[config.mk]
export PLATFORM = sky130hd
export DESIGN_NAME = pipe_regfile_sb
export DESIGN_NICKNAME = d
export VERILOG_FILES = /design/src/rtl/cpu_pkg.sv /design/src/rtl/sb_counter.sv /design/src/rtl/pipe_regfile_sb.sv
export SDC_FILE = /design/constraint.sdc
export NUM_CORES = 2
export LEC_CHECK = 0
export ABC_CLOCK_PERIOD_IN_PS = 4200
export BUFFER_PORTS_ARGS = -buffer_cell sky130_fd_sc_hd__buf_2
export CORE_ASPECT_RATIO = 1.4
export CORE_MARGIN = 2
export CORE_UTILIZATION = 35
export CTS_CLUSTER_SIZE = 8
export DETAILED_ROUTE_END_ITERATION = 12
export PLACE_DENSITY_LB_ADDON = 0.2
export SLEW_MARGIN = 20
export SYNTH_ARGS = -nofsm -noshare
export SYNTH_HDL_FRONTEND = slang
export SYNTH_SLANG_ARGS = --single-unit
[constraint.sdc]
create_clock -name clk -period 4.2 [get_ports clk]
set_clock_uncertainty 0.05 [all_clocks]
set_input_delay 0.84 -clock clk [delete_from_list [all_inputs] [get_ports clk]]
set_output_delay 0.84 -clock clk [all_outputs]
set_load 0.005 [all_outputs]
[src/rtl/cpu_pkg.sv]
// cpu_pkg: shared widths, register-0 constant and address-width helper for the CPU register file.
package cpu_pkg;
    localparam int XLEN_DEF = 32;
    localparam int REG_ZERO = 0;
    function automatic int clog2(input int n);
        return $clog2(n);
    endfunction
endpackage

[src/rtl/sb_counter.sv]
// sb_counter: saturating up/down pending-write counter with zero/one/full flags.
module sb_counter #(
    parameter int W = 2
) (
    input  logic clk,
    input  logic rst,
    input  logic inc,
    input  logic dec,
    output logic zero,
    output logic one,
    output logic full
);
    logic [W-1:0] cnt;
    always_ff @(posedge clk or negedge rst)
        if (!rst) cnt <= '0;
        else if (inc && !dec && !full) cnt <= cnt + 1'b1;
        else if (dec && !inc && !zero) cnt <= cnt - 1'b1;
    assign zero = cnt == '0;
    assign one  = cnt == W'(1);
    assign full = &cnt;
endmodule

[src/rtl/pipe_regfile_sb.sv]
// pipe_regfile_sb: register file with bypassed sync read ports, hardwired r0 and pending-write scoreboard.
module pipe_regfile_sb
    import cpu_pkg::*;
#(
    parameter int XLEN  = XLEN_DEF,
    parameter int NREG  = 32,
    parameter int NRD   = 2,
    parameter int CNT_W = 2,
    parameter int AW    = clog2(NREG)
) (
    input  logic                  clk,
    input  logic                  rst,
    input  logic                  we,
    input  logic [AW-1:0]         waddr,
    input  logic [XLEN-1:0]       wdata,
    input  logic [NRD-1:0]        re,
    input  logic [NRD*AW-1:0]     raddr,
    output logic [NRD*XLEN-1:0]   rdata,
    output logic [NRD-1:0]        busy,
    input  logic                  issue_valid,
    input  logic [AW-1:0]         issue_rd,
    output logic                  issue_ready
);
    localparam logic [AW-1:0] RZ = AW'(REG_ZERO);
    logic [XLEN-1:0] regs [NREG];
    logic [XLEN-1:0] rd_q [NRD];
    logic [XLEN-1:0] rd_nxt [NRD];
    logic [AW-1:0] ra [NRD];
    logic [NREG-1:0] zero_f, one_f, full_f;
    logic retire, issue_acc;
    assign retire = we && waddr != RZ;
    assign issue_ready = !(full_f[issue_rd] && !(retire && waddr == issue_rd));
    assign issue_acc = issue_valid && issue_ready && issue_rd != RZ;
    // r0 never counts: permanently idle, never full
    assign zero_f[0] = 1'b1;
    assign one_f[0]  = 1'b0;
    assign full_f[0] = 1'b0;
    for (genvar g = 1; g < NREG; g++) begin : g_cnt
        sb_counter #(.W(CNT_W)) u_cnt (
            .clk  (clk),
            .rst  (rst),
            .inc  (issue_acc && issue_rd == AW'(g)),
            .dec  (retire && waddr == AW'(g)),
            .zero (zero_f[g]),
            .one  (one_f[g]),
            .full (full_f[g])
        );
    end
    always_ff @(posedge clk or negedge rst)
        if (!rst) for (int r = 0; r < NREG; r++) regs[r] <= '0;
        else if (retire) regs[waddr] <= wdata;
    always_comb begin
        ra = '{default: '0};
        rd_nxt = '{default: '0};
        busy = '0;
        rdata = '0;
        for (int p = 0; p < NRD; p++) begin
            ra[p] = raddr[p*AW +: AW];
            rd_nxt[p] = ra[p] == RZ ? '0 : (retire && waddr == ra[p]) ? wdata : regs[ra[p]];
            busy[p] = !zero_f[ra[p]] && !(retire && waddr == ra[p] && one_f[ra[p]]);
            rdata[p*XLEN +: XLEN] = rd_q[p];
        end
    end
    always_ff @(posedge clk or negedge rst)
        if (!rst) for (int p = 0; p < NRD; p++) rd_q[p] <= '0;
        else for (int p = 0; p < NRD; p++) if (re[p]) rd_q[p] <= rd_nxt[p];
endmodule

==> flow_summary.yaml <==
cts:
  cts.sinks: 1150
  tritoncts: "done"
  cts_setup_buffers: 0
  clk_latency_ns: 0.80
  cts_buffer_depth: 3
  clk_transition_reported_paths_ns: 0.05
  cts_root_buf: "clkbuf_16"
  cts_hold_buf: 0
  htree_num_levels: 4
  cts_buffers: 162
  cts_resized: 0
final_layout:
  fin_area_um2: 72500
  n_fill_cell: 17185
  nets: 5069
  register_area_um2: 28800
  final_util_pct: 39.9
  areaGrowthSynthToFinish_pct: 13.3
  multiInputGateArea_um2: 33100
  drive_above_1_share_pct: 39.5
synthesis:
  synthArstFlopShare_pct: 100
  syn_nets: 5079
  postSynthCellCount: 4928
  synth_area_leader_cell: "dfrtp_1"
  ys_seq_area_share_pct: 45.0
  syn_avg_cell_area_um2: 13.0
  ys_ff_latch: 1150
  synth.top_cells.by_area: "dfrtp_1 (45%), mux2_2 (16%), mux4_2 (16%), mux2i_1 (4.6%), clkbuf_1 (2.2%)"
  netlist_area_um2: 63900
  yosysWarningCount: 0
  synth_top_flop_cell: "dfrtp_1"
  yosysTopAreaCellShare_pct: 45.0
  ys_types: 71
  synth-edff-count: 0
route:
  vias: 44492
  drc_errors: 0
  wl_um: 233000
  postRouteAntennaNets: 0
  first_pass_iters: 9
  drt_iter0_drc: 3750
  wl_per_cell_um: 31.5
  viasPerCell: 6.04
global_route:
  grt_pass1_vias: 45915
  grt_max_degree: 125
  grt_usage_pct: 25.1
  antenna_found_initial: 9
  grt_overflow: 0
  grt_pass1_wl_um: 337000
flow_run:
  cap_viol_max_count: 0
timing:
  worstMarginPinSlew_ns: 1.16
  rsz0062_at_grt: "false"
  hold_violations: 0
  post-route-min-period_ns: 4.04
  fin_crit_sh_pct: 96.2
  setup_ws_ns: 0.161
  slew_headroom_pct: 22.7
  setup_viol: 0
  tns_ns: 0
  slew_violations: 0
  fmax_ghz: 0.248
min_path:
  timing.hold.worst.class: "input port to asynchronous set/reset pin"
place:
  placed_area_um2: 68200
  place_ws_ns: 0.382
  gp_congestion: 0.875
  portBuffers: 124
  hpwlAfterDp_um: 134000
critical_path:
  path_buf_inv: 2
  cp_max_fo: 4
  crit_path_top_delay_cell: "mux4_2"
  cp_cell_sequence: "inv_1, ha_1, mux4_2, mux4_2, a21oi_1, nand2_1, o31ai_1, buf_2"
  cp-start-kind: "register"
  arrival_ns: 3.15
  cp_common_cell: "mux4_2"
  cp.required_ns: 3.31
  crit_path_end_kind: "primary output"
  crit_family: "multiplexers"
  r2r-start: "g_cnt[1].u_cnt.cnt[0]"
  worst_path_largest_cell_delay_ns: 0.49
  crit_type: "register to primary output"
  timing.critical_path.from: "g_cnt[29].u_cnt.cnt[0]"
run_status:
  status: "completed"
power_and_ir_drop:
  p_leak_uw: 0.0314
  powerDensity_nw_per_um2: 487
  ir_drop_mv: 0.439
die:
  ios: 125
  die_x_um: 365
  die_area_um2: 186000
  initial_core_util_pct: 35.2
  die_h_um: 510
  core_area_um2: 181000
  std_cell_rows: 185
[state kept, by name, summed over array words and instances (netlist names)]
| signal | count |
|---|---|
| regs | 1024 |
| rdata | 64 |
| g_cnt.u_cnt.cnt | 62 |
[cell usage after synthesis, types with 34 or more instances]
| master | number |
|---|---|
| mux4_2 | 445 |
| a211oi_1 | 50 |
| inv_1 | 102 |
| nand2_1 | 379 |
| xnor2_1 | 34 |
| a21oi_1 | 109 |
| clkbuf_1 | 382 |
| mux2_2 | 935 |
| buf_2 | 72 |
| nor2_1 | 146 |
| a221oi_1 | 95 |
| o32ai_1 | 35 |
| a22oi_1 | 61 |
| o21ai_0 | 139 |
| dfrtp_1 | 1150 |
| ha_1 | 93 |
| mux2i_1 | 296 |
| nand3_1 | 46 |
[per-layer routing]
layer	track usage, %	wire (um)
met1	33.5	98800
met2	41.0	111000
met3	3.98	13100
met4	9.20	9210
met5	0	28
[through the flow]
stage,total power [uW],hold slack (ns),std cells
finish,35300,0.0367,7371
global route,36900,0.0897,7367
CTS,35500,0.0857,7366
detailed placement,23600,0.337,7185
global placement,23300,0.331,7185
floorplan,20700,0.395,4928
[logic make-up after synthesis]
kind of cell               synth area share [%]
DFF                                        45.0
buffers and inverters                      3.75
AOI/OAI and AO/OA                          7.18
and+or+nand+nor                            4.89
adders and majority gates                  1.82
xor gates and xnor gates                  0.575
muxes                                      36.8
[where the power goes]
part | total, uW | internal, uW | switching, uW
clock network | 11900 | 6900 | 4950
registers | 15100 | 13300 | 1760
logic | 8350 | 4550 | 3800
total | 35300 | 24800 | 10500
[cell usage in the layout (no fill, tap or decap), types with 11 or more instances in the layout]
| cell type | synthesis | layout |
|---|---|---|
| dfrtp_1 | 1150 | 1150 |
| mux2_2 | 935 | 935 |
| mux4_2 | 445 | 445 |
| nand2_1 | 379 | 365 |
| mux2i_1 | 296 | 296 |
| clkbuf_16 | 0 | 163 |
| o21ai_0 | 139 | 139 |
| buf_4 | 20 | 137 |
| nor2_1 | 146 | 124 |
| buf_2 | 72 | 114 |
| a21oi_1 | 109 | 108 |
| inv_1 | 102 | 99 |
| a221oi_1 | 95 | 95 |
| ha_1 | 93 | 93 |
| a22oi_1 | 61 | 61 |
| buf_12 | 0 | 59 |
| a211oi_1 | 50 | 50 |
| nand3_1 | 46 | 44 |
| o32ai_1 | 35 | 35 |
| xnor2_1 | 34 | 34 |
| nor3_1 | 33 | 33 |
| and2_1 | 30 | 29 |
| o2bb2ai_1 | 26 | 26 |
| a31oi_1 | 23 | 23 |
| nor2_4 | 0 | 22 |
| o211ai_1 | 18 | 18 |
| or2_2 | 14 | 14 |
| nor4_1 | 11 | 11 |
| a221o_1 | 11 | 11 |
[layout make-up]
class	count	area share, %
clock inverter	13	0.249
clock buffer	168	5.67
antenna	5	0.0173
tap	2431	4.20
inverter	104	0.540
multi-input combinational	3183	45.6
sequential	1150	39.7
timing repair buffer	317	3.97
[final timing paths]
check	end	slack [ns]	cells past startpoint
max in group asynchronous	regs[931]	2.88	2
max	busy[1]	0.16	8
min in group clk	regs[1015]	0.35	0
max reg2reg	g_cnt[8].u_cnt.cnt[1]	1.01	9
min reg2reg	regs[1015]	0.35	0
min	regs[564]	0.04	1
No activity file was read; power rests on OpenSTA's default activity.
